### src/rtl/lbp_stream_engine.sv
// Streaming 3x3 Local Binary Pattern core: one pixel in, one 8-bit code out per accepted
// pixel, with per-frame threshold, input stalls and an autonomous end-of-frame drain.
module lbp_stream_engine #(
    parameter int IMG_W = 8,
    parameter int IMG_H = 8,
    parameter int DW    = 8,
    parameter int TW    = 4
) (
    input  logic          clk,
    input  logic          rst_n,
    input  logic          in_valid,
    input  logic [DW-1:0] in_image,
    input  logic [TW-1:0] in_thr,
    output logic          out_valid,
    output logic [7:0]    out_image,
    output logic          busy
);

    localparam int N     = IMG_W * IMG_H;
    localparam int CNT_W = $clog2(N + 1);
    localparam int COL_W = $clog2(IMG_W);
    localparam int ROW_W = $clog2(IMG_H);
    localparam int CW    = ((DW > TW) ? DW : TW) + 1;

    localparam logic [CNT_W-1:0] LAST_PIX    = CNT_W'(N - 1);
    localparam logic [CNT_W-1:0] FIRST_OUT_K = CNT_W'(IMG_W + 1);
    localparam logic [CNT_W-1:0] N_CNT       = CNT_W'(N);
    localparam logic [COL_W-1:0] LAST_COL    = COL_W'(IMG_W - 1);
    localparam logic [ROW_W-1:0] LAST_ROW    = ROW_W'(IMG_H - 1);

    typedef enum logic [1:0] {
        S_IDLE,
        S_RUN,
        S_DRAIN
    } state_e;

    state_e           state_q,     state_d;
    logic [TW-1:0]    thr_q,       thr_d;
    logic [CNT_W-1:0] in_cnt_q,    in_cnt_d;
    logic [COL_W-1:0] in_col_q,    in_col_d;
    logic [CNT_W-1:0] out_cnt_q,   out_cnt_d;
    logic [COL_W-1:0] out_col_q,   out_col_d;
    logic [ROW_W-1:0] out_row_q,   out_row_d;
    logic             out_valid_q, out_valid_d;
    logic [7:0]       out_image_q, out_image_d;

    // lb0 holds the previous row, lb1 the row before it, both indexed by column.
    logic [DW-1:0] lb0_q [IMG_W];
    logic [DW-1:0] lb0_d [IMG_W];
    logic [DW-1:0] lb1_q [IMG_W];
    logic [DW-1:0] lb1_d [IMG_W];
    // The two most recent columns of the window; the third is the column arriving now.
    logic [DW-1:0] win_q [3][2];
    logic [DW-1:0] win_d [3][2];

    logic          accept;
    logic          emit;
    logic          interior;
    logic [DW-1:0] col_new [3];
    logic [DW-1:0] nb [8];
    logic [CW-1:0] ref_val;
    logic [7:0]    lbp_code;

    // Window centred on the pixel one row up and one column left of the incoming pixel.
    always_comb begin : window_code
        col_new[0] = lb1_q[in_col_q];
        col_new[1] = lb0_q[in_col_q];
        col_new[2] = in_image;

        nb[0] = win_q[0][0];
        nb[1] = win_q[0][1];
        nb[2] = col_new[0];
        nb[3] = win_q[1][0];
        nb[4] = col_new[1];
        nb[5] = win_q[2][0];
        nb[6] = win_q[2][1];
        nb[7] = col_new[2];

        ref_val  = CW'(win_q[1][1]) + CW'(thr_q);
        lbp_code = '0;
        for (int i = 0; i < 8; i++) begin
            lbp_code[i] = (CW'(nb[i]) >= ref_val);
        end

        interior = (out_row_q != '0) && (out_row_q != LAST_ROW) &&
                   (out_col_q != '0) && (out_col_q != LAST_COL);
    end

    always_comb begin : fsm_next
        // NOTE: every signal gets a default first so no path through the case can infer a latch.
        state_d     = state_q;
        thr_d       = thr_q;
        in_cnt_d    = in_cnt_q;
        in_col_d    = in_col_q;
        out_cnt_d   = out_cnt_q;
        out_col_d   = out_col_q;
        out_row_d   = out_row_q;
        out_valid_d = 1'b0;
        out_image_d = '0;
        lb0_d       = lb0_q;
        lb1_d       = lb1_q;
        win_d       = win_q;
        accept      = 1'b0;
        emit        = 1'b0;

        unique case (state_q)
            S_IDLE: begin
                if (in_valid) begin
                    accept  = 1'b1;
                    thr_d   = in_thr;
                    state_d = S_RUN;
                end
            end
            S_RUN: begin
                if (in_valid) begin
                    accept = 1'b1;
                    emit   = (in_cnt_q >= FIRST_OUT_K);
                    if (in_cnt_q == LAST_PIX) begin
                        state_d = S_DRAIN;
                    end
                end
            end
            S_DRAIN: begin
                // Stay one extra cycle after the last emission so busy covers the final output.
                if (out_cnt_q == N_CNT) begin
                    state_d   = S_IDLE;
                    in_cnt_d  = '0;
                    out_cnt_d = '0;
                end else begin
                    emit = 1'b1;
                end
            end
            default: state_d = S_IDLE;
        endcase

        if (accept) begin
            for (int r = 0; r < 3; r++) begin
                win_d[r][0] = win_q[r][1];
                win_d[r][1] = col_new[r];
            end
            lb1_d[in_col_q] = lb0_q[in_col_q];
            lb0_d[in_col_q] = in_image;
            in_cnt_d        = in_cnt_q + 1'b1;
            in_col_d        = (in_col_q == LAST_COL) ? '0 : in_col_q + 1'b1;
        end

        if (emit) begin
            out_valid_d = 1'b1;
            out_image_d = (interior && (state_q == S_RUN)) ? lbp_code : 8'h00;
            out_cnt_d   = out_cnt_q + 1'b1;
            if (out_col_q == LAST_COL) begin
                out_col_d = '0;
                out_row_d = (out_row_q == LAST_ROW) ? '0 : out_row_q + 1'b1;
            end else begin
                out_col_d = out_col_q + 1'b1;
            end
        end
    end

    always_ff @(posedge clk) begin : state_regs
        if (!rst_n) begin
            state_q     <= S_IDLE;
            thr_q       <= '0;
            in_cnt_q    <= '0;
            in_col_q    <= '0;
            out_cnt_q   <= '0;
            out_col_q   <= '0;
            out_row_q   <= '0;
            out_valid_q <= 1'b0;
            out_image_q <= '0;
            // NOTE: buffers are cleared too; only IMG_W-deep, so the reset fan-out stays small.
            for (int i = 0; i < IMG_W; i++) begin
                lb0_q[i] <= '0;
                lb1_q[i] <= '0;
            end
            for (int r = 0; r < 3; r++) begin
                win_q[r][0] <= '0;
                win_q[r][1] <= '0;
            end
        end else begin
            // NOTE: non-blocking assignments keep every flop sampling pre-edge values.
            state_q     <= state_d;
            thr_q       <= thr_d;
            in_cnt_q    <= in_cnt_d;
            in_col_q    <= in_col_d;
            out_cnt_q   <= out_cnt_d;
            out_col_q   <= out_col_d;
            out_row_q   <= out_row_d;
            out_valid_q <= out_valid_d;
            out_image_q <= out_image_d;
            lb0_q       <= lb0_d;
            lb1_q       <= lb1_d;
            win_q       <= win_d;
        end
    end

    assign out_valid = out_valid_q;
    assign out_image = out_image_q;
    assign busy      = (state_q != S_IDLE);

endmodule

### config.mk
export PLATFORM = sky130hd
export DESIGN_NAME = lbp_stream_engine
export DESIGN_NICKNAME = d
export VERILOG_FILES = /design/src/rtl/lbp_stream_engine.sv
export SDC_FILE = /design/constraint.sdc
export NUM_CORES = 1
export LEC_CHECK = 0
export CORE_MARGIN = 2
export CORE_UTILIZATION = 50
export DETAILED_ROUTE_END_ITERATION = 10
export DONT_BUFFER_PORTS = 1
export GPL_ROUTABILITY_DRIVEN = 0
export PLACE_DENSITY_LB_ADDON = 0.08
export SLEW_MARGIN = 30
export SYNTH_ARGS = -nofsm -noshare
export SYNTH_HDL_FRONTEND = slang
export SYNTH_SLANG_ARGS = --single-unit
### constraint.sdc
create_clock -name clk -period 6.8 [get_ports clk]
set_input_delay 0.68 -clock clk [delete_from_list [all_inputs] [get_ports clk]]
set_output_delay 0.68 -clock clk [all_outputs]
set_load 0.1 [all_outputs]
Word level (Yosys, flattened, before mapping)
Cells that the tools add are included.
- $add $sub $neg: 6
- $lt $le $gt $ge: 11
- equal/unequal tests: 13
- multiplexer cells: 28
- bitwise operators: 1
- reduce and logical (&&, ||, !) cells: 20
- operators by type and width (kind ; number):
    bitwise mux 64 bit ; 2
    >= comparator 8 x 9 -> 1 bit ; 8
    binary-select mux 8 bit (select 3 bit) ; 2
    2-to-1 mux 8 bit ; 5
    2-to-1 mux 7 bit ; 4
    demux 8 bit (select 3 bit) ; 1
    adder 7 x 1 -> 7 bit, second input constant ; 2
    nonzero test 2 bit ; 5
    adder 3 x 1 -> 3 bit, second input constant ; 3
    adder 8 x 4 -> 9 bit ; 1
    == test 3 bit, second input constant ; 3
    2-to-1 mux 3 bit ; 3
    2-to-1 mux 2 bit ; 4
    inequality test 2 bit, second input constant ; 4
    AND reduction 2 bit ; 4
    == test 7 x 6 -> 1 bit, second input constant ; 1
    == test 7 bit, second input constant ; 1
    >= comparator 7 x 4 -> 1 bit, second input constant ; 1
    inequality test 3 bit, second input constant ; 2
    case mux 2 bit (3 select lines) ; 1
    nonzero test 3 bit ; 2
    logical AND 1 bit ; 5
    2-to-1 mux 1 bit ; 5
    >= comparator 4 bit, second input constant ; 1
    9 further kinds ; 9
- register bits: 214
- bits of input ports: 15
- output and inout port bits: 10
- word-level logic and storage cells: 110

Longest topological paths before layout
- word-level depth: 6
- mapped depth: 14
- mapped depth without buffers: 11

Least setup slack after synthesis
OpenSTA, ideal clock, no wires.
- path type: reg-to-reg
- from: register thr_q[0]
- to: register out_image_q[2] (netlist: out_image[2])
- library setup time: 0.123 ns
- arrival: 2.719 ns
- data required time: 6.677 ns
- slack: 3.958 ns
- cell stages (with the launch flop): 12
- path buffers: 0
- cell sequence: dfxtp_1 ha_1 fa_1 a21o_1 a21oi_1 xor2_1 ha_1 a21oi_1 o21ai_0 maj3_1 nand3_1 a21boi_0
- word-level cells in the longest chain between the ends: 2
- RTL lines (element ; line ; source):
    start: declaration ; 38 ; logic [TW-1:0] thr_q, thr_d;
    start signal: assignment ; 183 ; thr_q <= thr_d;
    adder 8 x 4 -> 9 bit ; 79 ; ref_val = CW'(win_q[1][1]) + CW'(thr_q);
    >= comparator 8 x 9 -> 1 bit ; 82 ; lbp_code[i] = (CW'(nb[i]) >= ref_val);
    end signal: assignment ; 190 ; out_image_q <= out_image_d;
    end: declaration ; 45 ; logic [7:0] out_image_q, out_image_d;
No other way between the ends.
A chain may end at the register's enable or synchronous reset.

Worst setup path after layout
- from: register win_q[16] (netlist bit)
- to: register out_image_q[2] (netlist: out_image[2])
- word-level cells in the longest chain between the ends: 2
- RTL lines (element ; line ; source):
    start: declaration ; 53 ; logic [DW-1:0] win_q [3][2];
    start signal: assignment ; 193 ; win_q <= win_d;
    adder 8 x 4 -> 9 bit ; 79 ;
    >= comparator 8 x 9 -> 1 bit ; 82 ;
No other way between the ends.

==> flow_metrics.tcl <==
set metrics [dict create \
    holdCritPathClass "primary input to register" \
    core-area_mm2 0.02017 \
    via_count 8211 \
    finalWirelength_um 26950 \
    synth-edff-count 0 \
    maxCapViolCount 0 \
    crit_start "win_q[16]$_SDFFE_PN0P_" \
    setup_tns_ns 0 \
    synth-seq-cells 214 \
    tightest_slew_ns 1.036 \
    cts_max_level 1 \
    dp.cells 1418 \
    grt_pass1_vias 7940 \
    critPathMaxFanout 8 \
    antenna_found_initial 0 \
    critPathTopFamily "adder cells" \
    avgSynthCellArea_um2 8.456 \
    cp_num_buf_inv 0 \
    synth_ff_type "dfxtp_1" \
    clk_latency_ns 0.53 \
    setup_viol 0 \
    seq_area_frac_synth_pct 41.84 \
    grt_setup_unrepaired "false" \
    regArea_mm2 0.004288 \
    startpoint_type "register" \
    slew_headroom_pct 30.72 \
    die_width_um 147.1 \
    grt_max_degree 108 \
    path_cells "ha_1 -> fa_1 -> a21o_1 -> a21oi_1 -> xor2_1 -> ha_1 -> a21oi_1 -> o21ai_0 -> maj3_1 -> nand3_1 -> a21boi_0" \
    cts_root_buf "clkbuf_16" \
    async_reset_ff_share_pct 0 \
    critical_path_required_ns 7.21 \
    rr_startpoint "win_q[16]$_SDFFE_PN0P_" \
    post-cts-setup-buffers 0 \
    min_path_cells 1 \
    gr-usage-all-layers_pct 24.86 \
    arrival_ns 3.77 \
    netlist_area_mm2 0.01024 \
    cts_made_buffers 25 \
    drc 0 \
    fmax_ghz 0.2980 \
    p_per_area_mw_per_mm2 341.6 \
    post-route-period-util_pct 49.36 \
    clk_pin_slew_ns 0.06 \
    portBuffers 0 \
    synth_cells 1211 \
    drv_slew 0 \
    r2r_setup_slack_ns 3.44 \
    synthToLayoutAreaGrowth_pct 9.678 \
    reg2reg_depth 11 \
    routedWlPerCell_um 18.46 \
    status "complete, no violations" \
    finalNetCount 1273 \
    p_leak_uw 0.004098 \
    hold_viol_final 0 \
    vias_per_cell 5.624 \
    die_height_um 147.1 \
    skew_ns 0.01134 \
    drt-initial-drc-count 469 \
    grt_overflow 0 \
    clock_sinks 214 \
    antenna_left 0 \
    reg2reg_to "out_image[2]$_SDFF_PN0_" \
    start_util_pct 50.77 \
    hp-start "rst_n" \
    n_fill_cell 1905 \
    yosys_warnings 0 \
    slowest_stage "xor2_1" \
    max_stage_delay_ns 0.73 \
    n_antenna_cell 0 \
    multi_input_area_mm2 0.005553 \
    stdcell_count 1460 \
    clockBufferDepth 3 \
    cp-end-kind "register" \
    hold_buffers 0 \
    whs_endpoint "in_cnt_q[3]$_SDFFE_PN0P_" \
    fp.dieArea_mm2 0.02164 \
    grt_pass1_wl_um 43480 \
    ir_drop_uv 196.0 \
    cts_resized 0 \
    min_period_ns 3.356 \
    cts_tree "done" \
    dr.pass1.iters 5 \
    rows 52 \
    post_route_cells_drive_above_1_share_pct 8.908 \
    post-dp-hpwl_um 16820 \
    synth_cell_types 58 \
    syn_nets 1309 \
    final.setup.worst_slack_ns 3.444 \
    io_pins 25 \
    dp_worst_setup_slack_ns 3.486 \
    critPathKind "register to register" \
]
sequential cells by signal (all words and copies together), names as in the netlist:
| name | count |
|---|---|
| state_q | 2 |
| in_col_q | 3 |
| out_image | 8 |
| out_cnt_q | 7 |
| win_q | 8 |
| lb0_q | 64 |
| out_valid | 1 |
| nb | 40 |
| lb1_q | 64 |
| out_col_q | 3 |
| thr_q | 4 |
| in_cnt_q | 7 |
| out_row_q | 3 |
placed cells by master, fill, tap and decap left out, types with 3 or more instances in the layout:
cell and instances:
clkinv_2 5, nand2b_1 12, a22oi_1 5, inv_1 28
or3_1 5, dfxtp_2 3, o22ai_1 4, xor2_1 7
nand2_1 259, mux2_2 9, nand3_1 21, ha_1 82
a21oi_1 156, nor2b_1 4, o21ai_0 22, a221oi_1 5
clkbuf_1 4, clkbuf_16 25, mux4_2 18, nor2_1 105
nor3_2 4, o21a_1 5, a21o_1 9, a211oi_1 73
and3_1 3, mux2i_1 14, nor3_1 15, dfxtp_1 211
buf_4 19, clkbuf_8 5, nand4_1 3
routing by layer:
layer | routed length, um | vias to the layer above | track usage [%]
li1 | - | 4150 | -
met1 | 12660 | 3861 | 34.29
met2 | 12680 | 153 | 42.01
met3 | 919 | 47 | 2.422
met4 | 690 | 0 | 6.490
met5 | 0 | - | 0
synthesized netlist by cell type, drive strengths merged (7+ instances only):
| cell type | n | area share (%) |
|---|---|---|
| nand3 | 21 | 1.0 |
| inv | 29 | 1.1 |
| mux2 | 9 | 0.99 |
| nand2b | 12 | 0.73 |
| clkbuf | 54 | 2.0 |
| nand2 | 259 | 9.5 |
| nor3 | 19 | 1.0 |
| ha | 82 | 10 |
| mux4 | 18 | 4.0 |
| a21oi | 157 | 7.7 |
| a211oi | 73 | 5.4 |
| buf | 29 | 1.5 |
| dfxtp | 214 | 42 |
| a21o | 9 | 0.66 |
| mux2i | 15 | 1.5 |
| o21ai | 26 | 1.3 |
| xor2 | 7 | 0.60 |
| nor2 | 108 | 4.0 |
worst max path at each step:
stage / end / slack [ns] / cells after the start
3_5_place_dp: out_image[2]$_SDFF_PN0_ / 3.49 / 11
6_report: out_image[2]$_SDFF_PN0_ / 3.44 / 11
4_1_cts: out_image[2]$_SDFF_PN0_ / 3.45 / 11
2_1_floorplan: out_image[2]$_SDFF_PN0_ / 3.96 / 11
3_3_place_gp: out_image[4]$_SDFF_PN0_ / 3.48 / 9
5_1_grt: out_image[2]$_SDFF_PN0_ / 3.25 / 11
cell families after synthesis:
kind of cell    synth area share [%]
simple gates                   18.11
compound gates                 17.84
flops                          41.84
buf+inv                        4.594
fa+ha+maj                      10.31
mux                            6.452
xor+xnor                      0.8554
report_power, final:
part | internal, uW | switching (uW)
clock network | 762 | 533
logic | 403 | 690
registers | 1360 | 86.8
worst reg2reg max path, delay by kind of cell, from the launching register on:
kind | cells | cell delay [ns]
AOI/OAI and AO/OA | 5 | 0.71
and+or+nand+nor | 1 | 0.08
DFF | 1 | 0.33
xor gates and xnor gates | 1 | 0.73
adders and majority gates | 4 | 1.37
through the flow:
step                hold WS (ns)  cell area [um2]  total power [uW]  utilization, %
global route              0.2745            11230              4054           55.68
finish                    0.2723            11230              3836           55.68
detailed placement        0.4458            10450              2566           51.79
global placement          0.4399            10410              2541           51.63
floorplan                 0.4315            10240              2262               -
CTS                       0.2594            11230              3860           55.66
layout make-up:
type                            count  area share (%)
Tap cell                          270           3.008
Clock buffer                       34           6.317
Clock inverter                      8          0.6350
Multi-Input combinational cell    884           49.44
Inverter                           30           1.047
Sequential cell                   214           38.18
Timing Repair Buffer               20           1.370
No activity file was read; power rests on OpenSTA's default activity.
